===== config.mk =====
export PLATFORM = sky130hd
export DESIGN_NAME = jtag_tap_ctrl
export DESIGN_NICKNAME = d
export VERILOG_FILES = /design/src/rtl/jtag_pkg.sv /design/src/rtl/jtag_ir.sv /design/src/rtl/jtag_tap_ctrl.sv
export SDC_FILE = /design/constraint.sdc
export NUM_CORES = 1
export LEC_CHECK = 0
export CAP_MARGIN = 5
export CORE_MARGIN = 2
export CORE_UTILIZATION = 44
export CTS_CLUSTER_DIAMETER = 80
export DETAILED_ROUTE_END_ITERATION = 10
export PLACE_DENSITY = 0.68
export SETUP_SLACK_MARGIN = 0.2
export SYNTH_ARGS = -nofsm -noshare
export SYNTH_HDL_FRONTEND = slang
export SYNTH_SLANG_ARGS = --single-unit
export TNS_END_PERCENT = 20

===== constraint.sdc =====
create_clock -name tck -period 1.6 [get_ports tck]
set_clock_uncertainty 0.1 [all_clocks]
set_input_delay 0.32 -clock tck [delete_from_list [all_inputs] [get_ports tck]]
set_output_delay 0.32 -clock tck [all_outputs]
set_load 0.02 [all_outputs]

===== src/rtl/jtag_pkg.sv =====
// Shared types and opcode constants for the JTAG TAP controller slice.
package jtag_pkg;

  localparam int IR_WIDTH_DEFAULT = 4;

  localparam logic [3:0] OP_IDCODE           = 4'h1;
  localparam logic [3:0] OP_ADDR_REGISTER    = 4'h2;
  localparam logic [3:0] OP_DATA_WR_REGISTER = 4'h3;
  localparam logic [3:0] OP_DATA_RD_REGISTER = 4'h4;
  localparam logic [3:0] OP_BYPASS           = 4'hF;

  typedef enum logic [3:0] {
    TLR, RTI,
    SEL_DR, CAP_DR, SHIFT_DR, EXIT1_DR, PAUSE_DR, EXIT2_DR, UPDATE_DR,
    SEL_IR, CAP_IR, SHIFT_IR, EXIT1_IR, PAUSE_IR, EXIT2_IR, UPDATE_IR
  } tap_ctrl_fsm_t;

  typedef enum logic [2:0] {
    DEC_IDCODE,
    DEC_ADDR_REGISTER,
    DEC_DATA_WR_REGISTER,
    DEC_DATA_RD_REGISTER,
    DEC_BYPASS
  } ir_decoding_t;

endpackage


===== src/rtl/jtag_ir.sv =====
// Instruction register: capture/shift on rising tck, latch on falling tck, decode of the latch.
import jtag_pkg::*;

module jtag_ir #(
  parameter int                  IR_WIDTH       = IR_WIDTH_DEFAULT,
  parameter logic [IR_WIDTH-1:0] IR_CAPTURE_VAL = IR_WIDTH'(4'b0101)
) (
  input  logic         tck,
  input  logic         trstn,
  input  logic         tdi,
  input  logic         capture_ir,
  input  logic         shift_ir,
  input  logic         update_ir,
  input  logic         tlr,
  output logic         ir_sr_lsb,
  output ir_decoding_t ir_dec
);

  logic [IR_WIDTH-1:0] ir_sr_q, ir_sr_d;
  logic [IR_WIDTH-1:0] ir_q, ir_d;

  always_comb begin
    ir_sr_d = ir_sr_q;
    if (capture_ir)    ir_sr_d = IR_CAPTURE_VAL;
    else if (shift_ir) ir_sr_d = {tdi, ir_sr_q[IR_WIDTH-1:1]};
  end

  always_ff @(posedge tck or negedge trstn) begin
    if (!trstn) ir_sr_q <= '0;
    else        ir_sr_q <= ir_sr_d;
  end

  // Strobes come from the registered state, so they are stable across the falling edge.
  always_comb begin
    ir_d = ir_q;
    if (tlr)            ir_d = IR_WIDTH'(OP_IDCODE);
    else if (update_ir) ir_d = ir_sr_q;
  end

  always_ff @(negedge tck or negedge trstn) begin
    if (!trstn) ir_q <= IR_WIDTH'(OP_IDCODE);
    else        ir_q <= ir_d;
  end

  always_comb begin
    ir_dec = DEC_BYPASS;
    if      (ir_q == IR_WIDTH'(OP_IDCODE))           ir_dec = DEC_IDCODE;
    else if (ir_q == IR_WIDTH'(OP_ADDR_REGISTER))    ir_dec = DEC_ADDR_REGISTER;
    else if (ir_q == IR_WIDTH'(OP_DATA_WR_REGISTER)) ir_dec = DEC_DATA_WR_REGISTER;
    else if (ir_q == IR_WIDTH'(OP_DATA_RD_REGISTER)) ir_dec = DEC_DATA_RD_REGISTER;
  end

  assign ir_sr_lsb = ir_sr_q[0];

endmodule


===== src/rtl/jtag_tap_ctrl.sv =====
// IEEE 1149.1 TAP controller: 16-state FSM, falling-edge tdo mux, IR sub-block.
import jtag_pkg::*;

module jtag_tap_ctrl #(
  parameter int                  IR_WIDTH       = IR_WIDTH_DEFAULT,
  parameter logic [IR_WIDTH-1:0] IR_CAPTURE_VAL = IR_WIDTH'(4'b0101)
) (
  input  logic          trstn,
  input  logic          tck,
  input  logic          tms,
  input  logic          tdi,
  input  logic          tdo_dr,
  output logic          tdo,
  output logic          tdo_en,
  output tap_ctrl_fsm_t tap_state,
  output ir_decoding_t  ir_dec
);

  tap_ctrl_fsm_t state_q, state_d;
  logic          tdo_q, tdo_d;
  logic          tdo_en_q, tdo_en_d;
  logic          ir_sr_lsb;

  always_comb begin
    state_d = state_q;
    case (state_q)
      TLR:       state_d = tms ? TLR       : RTI;
      RTI:       state_d = tms ? SEL_DR    : RTI;
      SEL_DR:    state_d = tms ? SEL_IR    : CAP_DR;
      CAP_DR:    state_d = tms ? EXIT1_DR  : SHIFT_DR;
      SHIFT_DR:  state_d = tms ? EXIT1_DR  : SHIFT_DR;
      EXIT1_DR:  state_d = tms ? UPDATE_DR : PAUSE_DR;
      PAUSE_DR:  state_d = tms ? EXIT2_DR  : PAUSE_DR;
      EXIT2_DR:  state_d = tms ? UPDATE_DR : SHIFT_DR;
      UPDATE_DR: state_d = tms ? SEL_DR    : RTI;
      SEL_IR:    state_d = tms ? TLR       : CAP_IR;
      CAP_IR:    state_d = tms ? EXIT1_IR  : SHIFT_IR;
      SHIFT_IR:  state_d = tms ? EXIT1_IR  : SHIFT_IR;
      EXIT1_IR:  state_d = tms ? UPDATE_IR : PAUSE_IR;
      PAUSE_IR:  state_d = tms ? EXIT2_IR  : PAUSE_IR;
      EXIT2_IR:  state_d = tms ? UPDATE_IR : SHIFT_IR;
      UPDATE_IR: state_d = tms ? SEL_DR    : RTI;
      default:   state_d = TLR;
    endcase
  end

  always_ff @(posedge tck or negedge trstn) begin
    if (!trstn) state_q <= TLR;
    else        state_q <= state_d;
  end

  // tdo is launched on the falling edge so the pin is stable at the next rising edge.
  always_comb begin
    tdo_d    = 1'b0;
    tdo_en_d = 1'b0;
    if (state_q == SHIFT_IR) begin
      tdo_d    = ir_sr_lsb;
      tdo_en_d = 1'b1;
    end else if (state_q == SHIFT_DR) begin
      tdo_d    = tdo_dr;
      tdo_en_d = 1'b1;
    end
  end

  always_ff @(negedge tck or negedge trstn) begin
    if (!trstn) begin
      tdo_q    <= 1'b0;
      tdo_en_q <= 1'b0;
    end else begin
      tdo_q    <= tdo_d;
      tdo_en_q <= tdo_en_d;
    end
  end

  jtag_ir #(
    .IR_WIDTH       (IR_WIDTH),
    .IR_CAPTURE_VAL (IR_CAPTURE_VAL)
  ) u_ir (
    .tck        (tck),
    .trstn      (trstn),
    .tdi        (tdi),
    .capture_ir (state_q == CAP_IR),
    .shift_ir   (state_q == SHIFT_IR),
    .update_ir  (state_q == UPDATE_IR),
    .tlr        (state_q == TLR),
    .ir_sr_lsb  (ir_sr_lsb),
    .ir_dec     (ir_dec)
  );

  assign tap_state = state_q;
  assign tdo       = tdo_q;
  assign tdo_en    = tdo_en_q;

endmodule


# After elaboration in Yosys (flattened, before gate mapping)
# Index checks and enable logic that the tools add are counted.
dict set report op_classes {
  n_mux 25
  add_sub_neg 0
  multipliers 0
  shifts 0
  n_div 0
  n_bitwise 0
  n_eq_ne 19
  n_reduce_logical 6
  n_lt_le_gt_ge 0
}
# op count
set ops {}
lappend ops {{case mux 4 bit (12 select lines)} 1}
lappend ops {{equality test 4 bit (second input constant)} 8}
lappend ops {{2-to-1 mux 4 bit} 8}
lappend ops {{equality test 4 x 3 -> 1 bit (second input constant)} 5}
lappend ops {{2-to-1 mux 3 bit} 6}
lappend ops {{equality test 4 x 2 -> 1 bit (second input constant)} 4}
lappend ops {{equality test 4 x 1 -> 1 bit (second input constant)} 2}
lappend ops {{2-to-1 mux 1 bit} 7}
lappend ops {{2-to-1 mux 2 bit} 3}
lappend ops {{logical NOT 4 bit} 1}
lappend ops {{nonzero test 2 bit} 2}
lappend ops {{OR reduction 2 bit} 2}
lappend ops {{OR reduction 3 bit} 1}
dict set report word_totals {
  reg_bits 14
  rom_bits 0
  wordCells 55
  ram_bits 0
  latchBits 0
  mem_count 0
}

# Depth between registers and ports, before layout
# Gate-level depths: netlist of run 1.
dict set report depth {
  depth_word 5
  ltp_mapped 5
  mapped_depth_nobuf 3
}

# By module
# Synthesis of run 1 repeated with hierarchy kept, for this count alone.
dict set report hier_totals {
  cells_unflattened 81
  area_unflattened_um2 829.5
}
# module cells_per_inst area_per_inst_um2 seq_area_each_um2 n_inst
set modules_own_cells {}
lappend modules_own_cells {jtag_tap_ctrl 48 455.4 150.1 1}
lappend modules_own_cells {jtag_ir 33 374.1 201.4 1}

==> results of run 1 <==
worst reg2reg max path, delay by kind of cell, from the launching register on:
family	cells	cell delay [ps]
flip-flops	1	430
AND/OR/NAND/NOR	2	450
AO/OA/AOI/OAI	1	160
cell type report:
type,instances,area (um2),area share
clock buffers,4,36.3,0.0298
clock inverters,1,3.75,0.00308
inverters,3,11.3,0.00925
multi-input cells,70,454,0.373
flip-flops and latches,14,354,0.291
well taps,25,31.3,0.0257
repair buffers,38,327,0.268
how the worst min path moves through the flow:
stage                                 from                           to  cells past startpoint
2_1_floorplan                        trstn       tap_state[0]$_DFF_PN0_                      0
3_3_place_gp   u_ir.ir_sr_q[0]$_DFFE_PN0N_  u_ir.ir_sr_q[0]$_DFFE_PN0N_                      2
3_5_place_dp   u_ir.ir_sr_q[0]$_DFFE_PN0N_  u_ir.ir_sr_q[0]$_DFFE_PN0N_                      2
4_1_cts                              trstn       tap_state[3]$_DFF_PN0_                      2
5_1_grt                              trstn       tap_state[3]$_DFF_PN0_                      2
6_report                             trstn       tap_state[3]$_DFF_PN0_                      2
cell families (layout without fill, tap and decap cells):
group,Yosys count,in the layout
AOI/OAI and AO/OA,24,24
xor gates and xnor gates,3,3
buffers and inverters,12,46
DFF,14,14
and+or+nand+nor,43,43
cells in the final DEF, fill, tap and decap left out, types with 2 or more instances in the layout:
cell / count
nand2_1: 12
nor2b_1: 3
xnor2_1: 2
nand2b_1: 5
buf_6: 8
nand3_2: 2
o22ai_1: 5
clkbuf_4: 3
nor2_2: 2
nor2_1: 5
nand3_1: 2
clkdlybuf4s50_1: 3
nand3b_1: 3
buf_2: 2
inv_1: 4
dfrtn_1: 5
a21oi_1: 3
o21ai_0: 5
dfrtp_1: 6
buf_4: 23
dfrtp_2: 2
a21oi_2: 2
metal layers:
| metal | vias up | wire length (um) |
|---|---|---|
| met4 | 0 | 5 |
| met3 | 2 | 64 |
| met2 | 21 | 970 |
| met1 | 379 | 900 |
| li1 | 401 | - |
| met5 | - | 0 |
what timing repair did:
item,4_1_cts,5_1_grt
pin swaps,3,3
endpoints found under the setup margin,19,19
endpoints found under the hold margin,0,0
resized for setup,54,11
cloned,0,0
sequential cells by signal, summed over array words and instances, names as in the netlist:
signal / cells
tap_state: 4
tdo_en: 1
u_ir.ir_sr_q: 4
tdo: 1
u_ir.ir_q: 4
through the flow:
| stage | setup WS [ps] | hold WS [ps] | area [um2] | std cells |
|---|---|---|---|---|
| 6_report | -884 | 290 | 1220 | 155 |
| 5_1_grt | -955 | 304 | 1220 | 155 |
| 4_1_cts | -898 | 283 | 1190 | 155 |
| 3_5_place_dp | -1010 | 408 | 1130 | 151 |
| 3_3_place_gp | -968 | 372 | 1130 | 151 |
| 2_1_floorplan | -608 | -75.6 | 835 | 96 |
power by group:
group          internal (mW)  switching (mW)
clock network          0.141           0.119
logic                  0.701           0.677
registers              0.486          0.0962
==> results.md, run 1 <==
* GP Congestion at 0.803
* FF+latch count, synth at 14
* DR pass1 iterations at 4
* Max Cap Viol at 0
* Adder-cell share of the synthesized area at 0
* Share of flip-flops with an asynchronous set or reset at 1.00
* Htree depth at 1
* Tot Pwr at 2.22 mW
* Crit-path slowest cell: dfstp_2
* Compound-Gate Fraction of Synth Area at 0.191
* Cells after synthesis at 96
* WL per Instance at 12.5 um
* R2R setup slack at -480 ps
* Status: complete, but fails checks
* Fin worst setup slack at -884 ps
* Horiz. Die Dim at 47.2 um
* Total CTS buffers at 3
* # fillers at 136
* Slew at the pin with the worst max-slew slack at 362 ps
* Most used routing layer: met2
* PortBufs at 13
* Static leakage at 0.566 nW
* Failing checks: negative setup slack
* Cell Pwr Density at 1820 mW/mm2
* Met3 usage at 0.0308
* Worst reg2reg path startpoint: tap_state[0]$_DFF_PN0_
* DR vias/cell at 5.18
* Layout net count at 136
* Slew headroom at 0.759
* Seq/Total Area, Yosys at 0.428
* Largest net degree at the start of global routing at 15
* Global-route wire length before repair at 3.26 mm
* CP Max Fanout at 3
* Cell variety after synth at 32
* Initial antenna violation count at 0
* Starting Density at 0.470
* Synth top area cells: dfrtp_1 24%, dfrtn_1 15%, nand2_1 5.9%, nand2b_1 4.6%, buf_2 4.3%
* Max Transition Viols Final at 0
* Total clock sinks at 14
* Most used standard cell by instance count after synthesis: nand2_1
* Post-DRT Antenna Nets at 0
* FP Rows at 15
* Vias in the first global route at 765
* Routed WL at 1.94 mm
* Final core occ at 0.697
* WP buf/inv at 1
* Post-synthesis average cell area at 8.55 um2
* Die height at 47.2 um
* Post-Synth XOR/XNOR Area at 0.0320
* Mux share of post-synthesis cell area at 0
* Synth-to-layout area growth at 48.3%
* Core ar. at 0.00175 mm2
* Crit start category: flip-flop
* Post-CTS Setup Repair Bufs at 0
* Max clock buf depth at 2
* R2R cell count at 3
* Critical Path End Type: primary output
* Maximum vdd ir drop at 1.08 mV
* Levels on crit path at 4
* CP Launch Point: u_ir.ir_q[0]$_DFFE_NN1P_
* Number of diodes at 0
* Gr usage total at 0.207
* Final hold violations at 0
* Synthesized-area fraction occupied by and/or/nand/nor cells at 0.274
* Cell family with most CP delay: flip-flops
* Largest family of logic cells by synthesized area: simple AND/OR/NAND/NOR gates
* Die area at 0.00223 mm2
* IO Count at 14
* Hold-fix buffers, CTS at 0
* Iteration-0 DRC Markers at 8
* Share of the synthesized area in the top cell type at 0.244
* Top cells by count, synth: 13 x nand2_1, 8 x dfrtp_1, 7 x buf_2, 7 x nor2_1
* Most used flip-flop cell after synthesis: dfrtp_1
* Reg2reg end: u_ir.ir_q[1]$_DFFE_NN0P_
* HPWL Detailed at 1.42 mm
* Reg clk slew, reported paths at 80 ps
* Critical Path RT at 1180 ps
* GR Layer Usage met1 at 0.287
* Setup TNS Final at -5640 ps
* RSZ-0062 raised after global routing: true
* Share of layout cells above drive strength 1 at 0.400
* Final setup fails at 11
* Worst Path Arrival at 2060 ps
* Cell Chain, Critical Path: nor2_2, xnor2_1, nand2b_1, buf_2
* Post-synth top area cell: dfrtp_1
* Hold Crit Class: in -> async
* Syn_nets at 101
* Met2 usage at 0.323
* Syn. warnings at 0
* Worst stage delay on the critical path at 540 ps
* GRT overflow at 0
* Worst-Skew Late Latency at 270 ps
* Via Count at 803
* DR DRC count at 0
* Post-synth EDFFs at 0
* Mapped cell area at 821 um2
* TritonCTS clock tree: yes
* CP Capture Point: ir_dec[2]
* Crit path kind: reg -> out
* Root Buffer: clkbuf_4
Note: power is estimated with default switching activity, not from simulation.
==> run 2, diff against run 1 <==
- CELL_PAD_IN_SITES_DETAIL_PLACEMENT: default -> 0
- CELL_PAD_IN_SITES_GLOBAL_PLACEMENT: default -> 2
- CORE_UTILIZATION: 44 -> 30
- PLACE_DENSITY: 0.68 -> default
- PLACE_DENSITY_LB_ADDON: default -> 0.1
==> run 2 against run 1 <==
Final cell count grew 3.9%. Utilization shrank 20 points. Wire length grew 4.2%. Total power grew 1.5%. Die area grew 42%. Register-to-register slack is essentially flat. Global-route usage shrank 7.0 points. Setup slack gained 13 ps. The flow still finishes with violations (negative setup slack). Final area grew 3.5%. Clock power shrank 18%. Sequential cell count is the same.
==> results.md, run 2 (synthesis gave the netlist of run 1 again) <==
* Status: complete, but fails checks
* Failing checks: negative setup slack
* Number of diodes at 0 (unchanged)
* Final setup fails at 14 (+3)
* Starting Density at 0.323 (-0.148)
* DR vias/cell at 4.86 (-6.1%)
* Maximum vdd ir drop at 0.850 mV (-21%)
* Setup TNS Final at -6080 ps (-437 ps)
* Switch Pwr at 0.912 mW (+2.1%)
* FP Rows at 18 (+3)
* Routed WL at 2.02 mm (+4.2%)
* IO Count at 14 (unchanged)
* Crit start category: flip-flop
* Vias in the first global route at 758 (-0.92%)
* Slew at the pin with the worst max-slew slack at 282 ps (-79.7 ps)
* Clock Power Share at 0.095 (-0.022)
* Fin worst setup slack at -871 ps (+12.9 ps)
* TritonCTS clock tree: yes
* Worst Path Arrival at 2050 ps (about the same)
* PortBufs at 13 (unchanged)
* WL per Instance at 12.6 um (+0.34%)
* Gr usage total at 0.137 (-0.0701)
* RSZ-0062 raised after global routing: true
* Reg clk slew, reported paths at 90 ps (about the same)
* Net Sw Frac at 0.405 (+0.00263)
* Part of the power in registers at 0.263 (about the same)
* Largest net degree at the start of global routing at 21 (+6)
* DR pass1 iterations at 4 (unchanged)
* HPWL Detailed at 1.45 mm (+1.8%)
* Comb power frac at 0.641 (+0.020)
* Htree depth at 1 (unchanged)
* Total CTS buffers at 3 (unchanged)
* R2R setup slack at -470 ps (about the same)
* Initial antenna violation count at 0 (unchanged)
* Layout net count at 137 (+0.74%)
* Commonest non-fill, non-tap cell in the layout: buf_4
* Post-DP Area at 0.00113 mm2 (-0.11%)
* Via Count at 783 (-2.5%)
* Root Buffer: clkbuf_4
* Worst-Skew Late Latency at 280 ps (about the same)
* Final hold violations at 0 (unchanged)
* Die height at 56.3 um (+19%)
* GP Congestion at 0.786 (-2.0%)
* Finished Cell Area at 0.00126 mm2 (+3.5%)
* Crit path kind: reg -> out
* Global-route wire length before repair at 3.42 mm (+4.7%)
* Max clock buf depth at 2 (unchanged)
* GRT overflow at 0 (unchanged)
* Most frequent cells in the layout: 19 x buf_4, 13 x nand2_1, 10 x buf_6
* Die area at 0.00317 mm2 (+42%)
* Iteration-0 DRC Markers at 17 (+9)
* Pint at 1.34 mW (+1.0%)
* Static leakage at 0.570 nW (+0.61%)
* Cell Pwr Density at 1790 mW/mm2 (-2.0%)
* DR DRC count at 0 (unchanged)
* Horiz. Die Dim at 56.3 um (+19%)
* Slew headroom at 0.811 (+0.0526)
* Max Transition Viols Final at 0 (unchanged)
* Max Cap Viol at 0 (unchanged)
* Hold Crit Class: in -> async
* Critical Path End Type: primary output
* Tot Pwr at 2.25 mW (+1.5%)
* Critical Path RT at 1180 ps (about the same)
* Total clock sinks at 14 (unchanged)
* Synth-to-layout area growth at 53.5%
* Post-DRT Antenna Nets at 0 (unchanged)
* Core ar. at 0.00254 mm2 (+46%)
* CP Max Fanout at 3 (unchanged)
* Share of layout cells above drive strength 1 at 0.382 (-0.0183)
==> run 2: cell types whose count changed in the layout (fill, tap and decap cells not counted), sizes merged <==
cell	previous run	this run
dlymetal6s2s	0	1
dlygate4sd2	1	0
clkdlybuf4s50	3	4
buf	34	33
dlygate4sd3	0	1
==> run 2: stage by stage <==
stage	hold WS [ps]	util	worst slack [ps]	cells
finish	47.9	0.495	-871	161
CTS	144	0.468	-890	160
detailed placement	385	0.444	-979	155
global placement	365	0.444	-971	155
global route	67.1	0.495	-1000	161
floorplan	-75.6	-	-608	96
==> run 2: cell type report <==
type                            instances  area, um2
Multi-Input combinational cell         70        454
Clock buffer                            4       26.3
Timing Repair Buffer                   39        373
Inverter                                3       11.3
Clock inverter                          1       3.75
Fill cell                             244       1280
Tap cell                               30       37.5
Sequential cell                        14        354
==> run 2: what timing repair did <==
item | 4_1_cts | 5_1_grt
resized for setup | 52 | 20
setup buffers | 1 | 0
endpoints found under the setup margin | 20 | 26
hold buffers | 0 | 1
endpoints found under the hold margin | 0 | 3
pin swaps | 6 | 15
==> run 2: final timing paths <==
| check | depth (start not counted) | end | start |
|---|---|---|---|
| worst max-delay path | 4 | ir_dec[2] | u_ir.ir_q[0]$_DFFE_NN1P_ |
| worst min-delay path | 3 | tap_state[1]$_DFF_PN0_ | trstn |
| worst max register to register | 3 | u_ir.ir_q[3]$_DFFE_NN0P_ | tap_state[2]$_DFF_PN0_ |
| worst min register to register | 2 | u_ir.ir_sr_q[0]$_DFFE_PN0N_ | u_ir.ir_sr_q[0]$_DFFE_PN0N_ |
| max in group asynchronous | 3 | u_ir.ir_q[1]$_DFFE_NN0P_ | trstn |
| min in group tck | 2 | u_ir.ir_sr_q[0]$_DFFE_PN0N_ | u_ir.ir_sr_q[0]$_DFFE_PN0N_ |
==> run 2: power groups by stage <==
stage	logic [mW]	registers, mW	clock network (mW)
floorplan	0.672	0.647	0.00782
global route	1.56	0.612	0.249
finish	1.45	0.593	0.215
detailed placement	1.24	0.577	0.00782
CTS	1.31	0.584	0.224
global placement	1.23	0.576	0.00782
==> run 2: worst max-delay path: stages (launching register included) <==
cell	delay, ps
dfstp_2	540
nor2_2	50
xnor2_1	130
nand2b_1	60
buf_2	150
==> run 2: routing by layer <==
metal | vias up | part of all wire | wire, um | GRT usage
met5 | - | 0 | 0 | 0
met4 | 0 | 0.0049 | 10 | 0.0306
met3 | 2 | 0.046 | 93 | 0.0461
met2 | 14 | 0.45 | 908 | 0.205
met1 | 364 | 0.50 | 1010 | 0.190
li1 | 403 | - | - | -
